### config.mk
export PLATFORM = sky130hd
export DESIGN_NAME = segfx_sequencer
export DESIGN_NICKNAME = d
export VERILOG_FILES = /design/src/rtl/segfx_pkg.sv /design/src/rtl/segfx_prescaler.sv /design/src/rtl/segfx_sequencer.sv
export SDC_FILE = /design/constraint.sdc
export NUM_CORES = 1
export LEC_CHECK = 0
export CORE_UTILIZATION = 55
export DETAILED_ROUTE_END_ITERATION = 12
export MAX_ROUTING_LAYER = met4
export PLACE_DENSITY = 0.87
export SLEW_MARGIN = 15
export SYNTH_ARGS = -nofsm -noshare
export SYNTH_HDL_FRONTEND = slang
export SYNTH_HIERARCHICAL = 1
export SYNTH_SLANG_ARGS = --single-unit
### constraint.sdc
create_clock -name i_clk -period 3.7 [get_ports i_clk]
set_input_delay 0.555 -clock i_clk [delete_from_list [all_inputs] [get_ports i_clk]]
set_output_delay 0.555 -clock i_clk [all_outputs]
set_load 0.01 [all_outputs]
### src/rtl/segfx_pkg.sv
// Shared constants for the seven-segment effect sequencer.
package segfx_pkg;

  localparam int unsigned CNT_W_DEF = 3;
  localparam int unsigned DIV_W_DEF = 16;

  localparam logic [1:0] MODE_UP   = 2'b00;
  localparam logic [1:0] MODE_DOWN = 2'b01;
  localparam logic [1:0] MODE_PP   = 2'b10;
  localparam logic [1:0] MODE_HOLD = 2'b11;

  localparam logic DIR_UP   = 1'b0;
  localparam logic DIR_DOWN = 1'b1;

endpackage

### src/rtl/segfx_prescaler.sv
// Programmable step-rate divider: o_adv fires once every i_div+1 running clocks.
module segfx_prescaler
  import segfx_pkg::*;
#(
  parameter int unsigned DIV_W = DIV_W_DEF
) (
  input  logic             i_clk,
  input  logic             i_rst,
  input  logic             i_clr,
  input  logic             i_run,
  input  logic [DIV_W-1:0] i_div,
  output logic             o_adv
);

  logic [DIV_W-1:0] presc_q;
  logic [DIV_W-1:0] presc_d;
  logic             hit;

  // Terminal detect uses >= so lowering i_div below the current phase advances at once.
  always_comb begin
    hit     = (presc_q >= i_div);
    o_adv   = i_run & ~i_clr & hit;
    presc_d = presc_q;
    if (i_clr) begin
      presc_d = '0;
    end else if (i_run) begin
      presc_d = hit ? '0 : presc_q + DIV_W'(1);
    end
  end

  // Prescaler phase register.
  always_ff @(posedge i_clk) begin
    if (i_rst) begin
      presc_q <= '0;
    end else begin
      presc_q <= presc_d;
    end
  end

endmodule

### src/rtl/segfx_sequencer.sv
// Pattern index sequencer: up/down/ping-pong/manual stepping at a prescaled rate.
module segfx_sequencer
  import segfx_pkg::*;
#(
  parameter int unsigned CNT_W = CNT_W_DEF,
  parameter int unsigned DIV_W = DIV_W_DEF
) (
  input  logic             i_clk,
  input  logic             i_rst,
  input  logic             i_en,
  input  logic [1:0]       i_mode,
  input  logic [DIV_W-1:0] i_div,
  input  logic             i_step,
  input  logic             i_sync,
  output logic [CNT_W-1:0] o_count,
  output logic             o_tick,
  output logic             o_wrap,
  output logic             o_dir
);

  localparam logic [CNT_W-1:0] CNT_MAX = '1;

  logic [CNT_W-1:0] count_q, count_d;
  logic             dir_q, dir_d;
  logic             tick_q, tick_d;
  logic             wrap_q, wrap_d;
  logic             step_q;
  logic             hold;
  logic             presc_adv;
  logic             adv;

  assign hold = (i_mode == MODE_HOLD);

  segfx_prescaler #(
    .DIV_W (DIV_W)
  ) u_presc (
    .i_clk (i_clk),
    .i_rst (i_rst),
    .i_clr (i_sync | (i_en & hold)),
    .i_run (i_en & ~hold),
    .i_div (i_div),
    .o_adv (presc_adv)
  );

  // Advance source: manual step edge in hold mode, prescaler otherwise.
  assign adv = hold ? (i_en & i_step & ~step_q) : presc_adv;

  // Index/direction next state; sync outranks freeze, freeze outranks advance.
  always_comb begin
    count_d = count_q;
    dir_d   = dir_q;
    tick_d  = 1'b0;
    wrap_d  = 1'b0;
    if (i_sync) begin
      count_d = '0;
      dir_d   = DIR_UP;
    end else if (i_en && adv) begin
      tick_d = 1'b1;
      unique case (i_mode)
        MODE_DOWN: begin
          dir_d = DIR_DOWN;
          if (count_q == '0) begin
            count_d = CNT_MAX;
            wrap_d  = 1'b1;
          end else begin
            count_d = count_q - CNT_W'(1);
          end
        end
        MODE_PP: begin
          if (dir_q == DIR_UP) begin
            if (count_q == CNT_MAX) begin
              dir_d   = DIR_DOWN;
              count_d = CNT_MAX - CNT_W'(1);
              wrap_d  = 1'b1;
            end else begin
              count_d = count_q + CNT_W'(1);
            end
          end else begin
            if (count_q == '0) begin
              dir_d   = DIR_UP;
              count_d = CNT_W'(1);
              wrap_d  = 1'b1;
            end else begin
              count_d = count_q - CNT_W'(1);
            end
          end
        end
        default: begin
          dir_d = DIR_UP;
          if (count_q == CNT_MAX) begin
            count_d = '0;
            wrap_d  = 1'b1;
          end else begin
            count_d = count_q + CNT_W'(1);
          end
        end
      endcase
    end
  end

  // Output and step-history registers.
  always_ff @(posedge i_clk) begin
    if (i_rst) begin
      count_q <= '0;
      dir_q   <= DIR_UP;
      tick_q  <= 1'b0;
      wrap_q  <= 1'b0;
      step_q  <= 1'b0;
    end else begin
      count_q <= count_d;
      dir_q   <= dir_d;
      tick_q  <= tick_d;
      wrap_q  <= wrap_d;
      step_q  <= i_step;
    end
  end

  assign o_count = count_q;
  assign o_dir   = dir_q;
  assign o_tick  = tick_q;
  assign o_wrap  = wrap_q;

endmodule

### After elaboration in Yosys (flattened, before gate mapping)

Cells that the tools add are included.

* bits in registers: 23
* bits of input ports: 23
* word-level logic and storage cells: 46

* add/sub/neg operators: 3
* equal/unequal tests: 4
* mux-type cells: 16
* reductions and logical operators: 5
* bitwise gates (word level): 11
* order comparisons: 1

Operator list (count)
* $add A16 B1 Y16 const B: 1
* $ge A16 B16 Y1: 1
* $mux W16: 1
* $mux W3: 5
* $mux W1: 7
* $and A1 B1 Y1: 6
* $pmux W3 S2: 1
* $eq A2 B2 Y1 const B: 2
* $not A1 Y1: 4
* $pmux W1 S2: 2
* $reduce_or A2 Y1: 2
* $add A3 B1 Y3 const B: 1
* $eq A3 B3 Y1 const B: 1
* $logic_not A3 Y1: 1
* $reduce_or A3 Y1: 1
* $sub A3 B1 Y3 const B: 1
* $eq A2 B1 Y1 const B: 1
* $logic_and A1 B1 Y1: 1
* $or A1 B1 Y1: 1

### Depth between registers and ports, before layout

Gate-level depths: netlist (run 1).

* depth after elaboration: 10
* mapped depth: 10

### Cells and area by module

Netlist (run 1), hierarchy kept.

Modules (own cells, without submodules)
* segfx_prescaler: sequential area each 320.3 sq um, area each 1193.6 sq um, times used 1, cells an instance 135
* segfx_sequencer: sequential area each 140.1 sq um, area each 609.3 sq um, times used 1, cells an instance 73

### Worst setup path before layout (run 1)

No wires, ideal clock.

* path kind: input -> register
* from: input i_div[0]
* to: register count_q[1] (netlist: o_count[1])
* cell stages on the path: 9
* library setup time: 0.091 ns
* data arrival time: 2.272 ns
* slack: 1.337 ns
* buffers on the path: 0
* cell sequence: ha_1 nand2b_4 a2111oi_2 nand3b_2 nand3_1 and3b_1 a21oi_4 mux2i_1 a311oi_1

* word-level cells in the longest chain between the ends: 4

RTL lines
* from (decl): RTL line segfx_sequencer.sv:12 `input logic [DIV_W-1:0] i_div,`
* $ge A16 B16 Y1: RTL line segfx_prescaler.sv:21 `hit = (presc_q >= i_div);`
* $and A1 B1 Y1: RTL line segfx_prescaler.sv:22 `o_adv = i_run & ~i_clr & hit;`
* net presc_adv: RTL line segfx_sequencer.sv:29 `logic presc_adv;`
* $mux W1: RTL line segfx_sequencer.sv:46 `assign adv = hold ? (i_en & i_step & ~step_q) : presc_adv;`
* $logic_and A1 B1 Y1: RTL line segfx_sequencer.sv:57 `end else if (i_en && adv) begin`
* to (signal assigned): RTL line segfx_sequencer.sv:110 `count_q <= count_d;`
* to (decl): RTL line segfx_sequencer.sv:23 `logic [CNT_W-1:0] count_q, count_d;`

The timed path passes the listed nets, and every way through them passes these cells.
A chain may end at the register's enable or synchronous reset.

### Final worst setup path (run 1)

Same ends and word-level chain as after synthesis.

==> reports/results.ini, run 1 <==
[synth]
synth_mux_area_share_pct = 1.73
synthCells = 208
syn-cell-area_um2 = 1800
synthXorXnorAreaFrac_pct = 6.80
synth_nets = 256
syn_area_per_cell_um2 = 8.67
synthSimpleGateAreaFrac_pct = 26.8
synth_ff_type = dfxtp_1
synth-adder-area-share_pct = 17.3
synthDistinctLibCells = 53
async_flop_share_pct = 0
synth_edf_count = 0
yosysSeqAreaShare_pct = 25.5
ys_seq_elements = 23
ys_warn_count = 6
synth_compound_area_share_pct = 13.9
synth_top_family_by_area = simple AND/OR/NAND/NOR gates

[sta]
skew_ns = 0.0107
fmax_mhz = 381
max_slew.worst_pin.slew_ns = 0.634
period_share_pct = 70.9
rsz0062_at_grt = no
finalHoldViolations = 0
timing.final.crit_period_ns = 2.62
final.setup.tns_ns = 0
maxSlewViolCount = 0
slew_headroom_pct = 57.7
setup_viol = 0
setup_ws_ns = 1.08

[power]
leakage_nw = 0.910
powerDensity_nw_per_um2 = 215
peakVddDrop_mv = 0.129

[final_layout]
n_antenna_cell = 0
syn2layout_area_growth_pct = 17.6
fin_nets = 283
utilization_pct = 68.9
layout_common_cells = clkdlybuf4s50_1 (28), inv_1 (26), ha_1 (25), dfxtp_1 (23)
drive_gt1_share_pct = 12.0
final_common_cell = clkdlybuf4s50_1

[placement]
pre_cts_ws_ns = 0.736
gp_congestion = 0.874
hpwlAfterDp_um = 2600
port_buffers = 28

[clock_network]
numCtsBuffers = 3
cts_resized = 0
htreeDepth = 1
clk_latency_ns = 0.32
clockBufferDepth = 2
cts_hold_buf = 0
clock_sinks = 23
cts_root_buf = clkbuf_4
cts_tree = done
post_cts_buffers = 0
clkTransAtPathRegs_ns = 0.13

[hold_path]
whs_endpoint = u_presc/presc_q[3]
hold_path_depth = 2
hp-class = reg2reg
worstHoldStart = u_presc/presc_q[3]

[routing]
wl_um = 3400
dr.pass1.iters = 4
vias_per_cell = 5.31
wl_per_cell_um = 12.2
drc = 0
vias = 1477
ant_nets = 0
drt_iter0_markers = 61

[run_status]
status = complete, no violations

[setup_path]
arrival_ns = 2.86
reg2reg_slack_ns = 1.23
end_kind = flip-flop
critical_path.max_fanout = 10
r2r-start = u_presc/presc_q[0]
r2r-end = o_count[1]
startpoint_type = primary input
worstRegToRegCells = 10
cp.required_ns = 3.94
path_class = in2reg

[grt]
grt_start_max_net_pins = 16
grt_pass1_wl_um = 5420
grt_usage_pct = 21.2
antenna_found_initial = 0
grt_overflow = 0
grt_pass1_vias = 1321

[die]
start_util_pct = 58.6
die_x_um = 59.3
core_um2 = 3080
ios = 29
die_y_um = 59.3
die-area_um2 = 3510
fp-row-count = 20

[run]
drv_cap = 0

[routing by layer]
layer	share of wire, %	track usage, %
met3	2.2	1.97
met5	0	-
met4	1.4	8.16
met2	48	37.4
met1	48	24.5
[where the power goes]
group	switching (mW)	internal [mW]	total (mW)
combinational	0.0402	0.0454	0.0856
clock	0.0791	0.0405	0.120
sequential	0.00160	0.249	0.251
[synth_stat cells, types with 2 or more instances]
master    instances  area [um^2]
inv_1            26         97.6
ha_1             25          313
dfxtp_1          23          460
nand2_1          11         41.3
xor2_1           11         96.3
nor2_1           10         37.5
nand3_1           9         45.0
nor2_2            9         56.3
a21oi_1           8         40.0
o21ai_0           8         40.0
nand4_1           6         37.5
nor3_1            5         25.0
and3_1            4         25.0
and4_1            3         26.3
nor2b_1           3         18.8
xnor2_1           3         26.3
a221oi_1          2         17.5
and2_1            2         12.5
buf_2             2         10.0
clkbuf_1          2         7.51
mux2i_1           2         20.0
nand2b_1          2         12.5
o41ai_1           2         17.5
[layout make-up]
type                       instances  area, um^2
multi-input combinational        153        1200
timing repair buffer              28         280
inverter                          26        97.6
tap                               44        55.1
fill                             251         957
clock inverter                     1        5.00
sequential                        23         460
clock buffer                       3        22.5
[sequential cells by signal (all words and copies together), names as in the netlist]
| signal | flops |
|---|---|
| u_presc/presc_q | 16 |
| o_count | 3 |
| o_dir | 1 |
| o_tick | 1 |
| o_wrap | 1 |
| step_q | 1 |
[per-stage QoR]
| step | instance area, um^2 | hold slack [ns] | power (mW) | instances |
|---|---|---|---|---|
| finish | 2120 | 0.561 | 0.456 | 278 |
| global route | 2120 | 0.605 | 0.473 | 278 |
| CTS | 2120 | 0.567 | 0.460 | 278 |
| detailed placement | 2090 | 0.531 | 0.341 | 274 |
| global placement | 2090 | 0.512 | 0.339 | 274 |
| floorplan | 1800 | 0.487 | 0.311 | 208 |
[logic make-up (layout without fill, tap and decap cells)]
| family | Yosys count | count (layout) |
|---|---|---|
| buf+inv | 32 | 58 |
| compound gates | 33 | 33 |
| simple gates | 78 | 78 |
| mux | 3 | 3 |
| flops | 23 | 23 |
| xor+xnor | 14 | 14 |
| fa+ha+maj | 25 | 25 |
[how the worst max path moves through the flow]
| stage | startpoint | endpoint | slack [ns] | cells past startpoint |
|---|---|---|---|---|
| 6_report | i_div[0] | o_count[1] | 1.08 | 10 |
| 5_1_grt | i_div[0] | o_count[0] | 0.94 | 10 |
| 4_1_cts | i_div[0] | o_count[1] | 1.07 | 10 |
| 3_5_place_dp | i_div[0] | o_count[1] | 0.74 | 10 |
| 3_3_place_gp | i_div[0] | o_count[1] | 0.83 | 10 |
| 2_1_floorplan | i_div[0] | o_count[1] | 1.34 | 9 |
[worst max-delay path, cell delays in order]
cell             delay [ns]
clkdlybuf4s50_1        0.42
ha_1                   0.30
nand2b_4               0.14
a2111oi_2              0.33
nand3b_2               0.21
nand3_1                0.09
and3b_1                0.20
a21oi_4                0.27
mux2i_1                0.12
a311oi_1               0.23
Note: power is estimated with default switching activity, not from simulation.
==> run 2: changes to the inputs <==
--- a/config.mk
+++ b/config.mk
@@ -5,10 +5,10 @@
 export SDC_FILE = /design/constraint.sdc
 export NUM_CORES = 1
 export LEC_CHECK = 0
-export CORE_UTILIZATION = 55
+export CORE_UTILIZATION = 54
 export DETAILED_ROUTE_END_ITERATION = 12
 export MAX_ROUTING_LAYER = met4
-export PLACE_DENSITY = 0.87
+export PLACE_DENSITY = 0.85
 export SLEW_MARGIN = 15
 export SYNTH_ARGS = -nofsm -noshare
 export SYNTH_HDL_FRONTEND = slang
==> constraint.sdc (replaced) <==
create_clock -name i_clk -period 2.7 [get_ports i_clk]
set_input_delay 0.405 -clock i_clk [delete_from_list [all_inputs] [get_ports i_clk]]
set_output_delay 0.405 -clock i_clk [all_outputs]
set_load 0.01 [all_outputs]
==> run 2 against run 1 <==
Cell area up 2.7%. Clock skew down 0.0090 ns. Cell count up 2.2%. Utilization up 1.3 points. Combinational power up 46%. Wire length up 3.6%. Global-route usage up 0.51 points. Clock power up 35%. Critical path depth unchanged. Die area up 1.8%. Setup slack worse by 0.87 ns. Largest cell class unchanged. Largest power group unchanged.
==> reports/results.ini, run 2 (synthesized netlist as in run 1, its figures left out) <==
[run_status]
status = complete, no violations  ; unchanged

[die]
die_y_um = 59.8  ; was 59.3 um
ios = 29  ; unchanged
fp-row-count = 20  ; unchanged
core_um2 = 3100  ; was 3080 um^2
die-area_um2 = 3570  ; was 3510 um^2
die_x_um = 59.8  ; was 59.3 um
start_util_pct = 58.1  ; was 58.6%

[clock_network]
cts_tree = done  ; unchanged
htreeDepth = 1  ; unchanged
cts_root_buf = clkbuf_4  ; unchanged
cts_hold_buf = 0  ; unchanged
clk_latency_ns = 0.31  ; was 0.32 ns
clkTransAtPathRegs_ns = 0.13  ; about the same
numCtsBuffers = 3  ; unchanged
clock_sinks = 23  ; unchanged
clockBufferDepth = 2  ; unchanged
cts_resized = 0  ; unchanged
post_cts_buffers = 0  ; unchanged

[final_layout]
multi_input_comb_area_um2 = 1200  ; unchanged
drive_gt1_share_pct = 13.8  ; was 12.0%
final_cell_count_no_fill = 284  ; was 278
syn2layout_area_growth_pct = 20.7  ; was 17.6%
fillers = 272  ; was 251
final_common_cell = clkdlybuf4s50_1  ; unchanged
fin_nets = 289  ; was 283
final_cell_area_um2 = 2180  ; was 2120 um^2
layout_common_cells = clkdlybuf4s50_1 (28), inv_1 (26), ha_1 (25), dfxtp_1 (23)  ; unchanged
largest_register_ffs = 16  ; unchanged
n_antenna_cell = 0  ; unchanged
regMostFlops = u_presc/presc_q  ; unchanged
seqCellArea_um2 = 460  ; unchanged

[placement]
port_buffers = 28  ; unchanged
hpwlAfterDp_um = 2730  ; was 2600 um
placed_cell_area_um2 = 2150  ; was 2090 um^2
dp.cells = 280  ; was 274
gp_congestion = 0.847  ; was 0.874

[setup_path]
endpoint = o_count[1]  ; unchanged
worstRegToRegCells = 10  ; unchanged
end_kind = flip-flop  ; unchanged
r2r-end = o_count[1]  ; unchanged
path_cells = clkdlybuf4s50_1 > ha_1 > nand2b_4 > a2111oi_2 > nand3b_2 > nand3_1 > and3b_1 > a21oi_4 > mux2i_1 > a311oi_1  ; unchanged
max_stage_delay_ns = 0.41  ; was 0.42 ns
r2r-start = u_presc/presc_q[0]  ; unchanged
cp.required_ns = 2.92  ; was 3.94 ns
path_class = in2reg  ; unchanged
reg2reg_slack_ns = 0.21  ; was 1.23 ns
startpoint_type = primary input  ; unchanged
crit_slowest_cell = clkdlybuf4s50_1  ; unchanged
cp-startpoint = i_div[0]  ; unchanged
arrival_ns = 2.72  ; was 2.86 ns
critical_path.max_fanout = 8  ; was 10

[sta]
max_slew.worst_pin.slew_ns = 0.377  ; was 0.634 ns
maxSlewViolCount = 0  ; unchanged
skew_ns = 0.00173  ; was 0.0107 ns
rsz0062_at_grt = no  ; unchanged
fmax_mhz = 401
finalHoldViolations = 0  ; unchanged
slew_headroom_pct = 74.8  ; was 57.7%
period_share_pct = 92.4
timing.final.crit_period_ns = 2.50
setup_viol = 0  ; unchanged

[grt]
antenna_found_initial = 0  ; unchanged
grt_pass1_wl_um = 5690  ; was 5420 um
grt_pass1_vias = 1379  ; was 1,321
grt_usage_pct = 21.7  ; was 21.2%
grt_overflow = 0  ; unchanged
grt_start_max_net_pins = 16  ; unchanged

[routing]
drc = 0  ; unchanged
ant_nets = 0  ; unchanged
wl_um = 3520  ; was 3400 um
dr.pass1.iters = 4  ; unchanged
drt_iter0_markers = 81  ; was 61
vias_per_cell = 5.38  ; was 5.31
wl_per_cell_um = 12.4  ; was 12.2 um
vias = 1527  ; was 1,477

[power]
peakVddDrop_mv = 0.308  ; was 0.129 mV
powerDensity_nw_per_um2 = 290  ; was 215 nW/um^2
leakage_nw = 0.940  ; was 0.910 nW
p_total_uw = 631  ; was 456 uW

[run]
drv_cap = 0  ; unchanged

[hold_path]
hp-class = reg2reg  ; unchanged

==> run 2: metal layers <==
| layer | wire, um | vias up | global-route usage, % | share of wire [%] |
|---|---|---|---|---|
| met3 | 123 | 2 | 4.98 | 3.5 |
| met1 | 1660 | 710 | 24.6 | 47 |
| met5 | 0 | - | - | 0 |
| met4 | 16 | 0 | 4.65 | 0.45 |
| li1 | - | 785 | - | - |
| met2 | 1720 | 30 | 38.6 | 49 |
==> run 2: where the power goes <==
group	leakage (nW)	switching, mW	total (mW)	internal (mW)
clock	0.0150	0.104	0.162	0.0577
sequential	0.186	0.00217	0.344	0.342
combinational	0.739	0.0571	0.125	0.0683
total	0.940	0.163	0.631	0.468
==> run 2: layout make-up <==
class                      count  area share [%]
multi-input combinational    153            55.1
inverter                      26            4.48
timing repair buffer          34            15.5
clock buffer                   4            1.21
tap                           44            2.53
sequential                    23            21.1
==> run 2: critical path, delay by kind of cell <==
family | cells | cell delay, ns
fa+ha+maj | 1 | 0.29
simple gates | 4 | 0.64
compound gates | 3 | 0.87
buf+inv | 1 | 0.41
mux | 1 | 0.12
==> run 2: through the flow <==
step	hold slack (ns)	util (%)	TNS [ns]	setup slack, ns
6_report	0.552	70.2	0	0.204
5_1_grt	0.601	70.2	0	0.0614
4_1_cts	0.557	70.2	0	0.203
3_5_place_dp	0.532	69.3	-0.298	-0.102
3_3_place_gp	0.521	69.3	-0.0467	-0.0149
2_1_floorplan	0.477	-	0	0.484
==> run 2: how the worst min path moves through the flow <==
stage	startpoint	endpoint	slack (ns)	cells past startpoint
final	u_presc/presc_q[0]	u_presc/presc_q[0]	0.55	2
after global routing	u_presc/presc_q[0]	u_presc/presc_q[0]	0.60	2
after CTS	u_presc/presc_q[0]	u_presc/presc_q[0]	0.56	2
after detailed placement	u_presc/presc_q[15]	u_presc/presc_q[15]	0.53	2
after global placement	u_presc/presc_q[15]	u_presc/presc_q[15]	0.52	2
after floorplan	i_rst	step_q	0.48	1
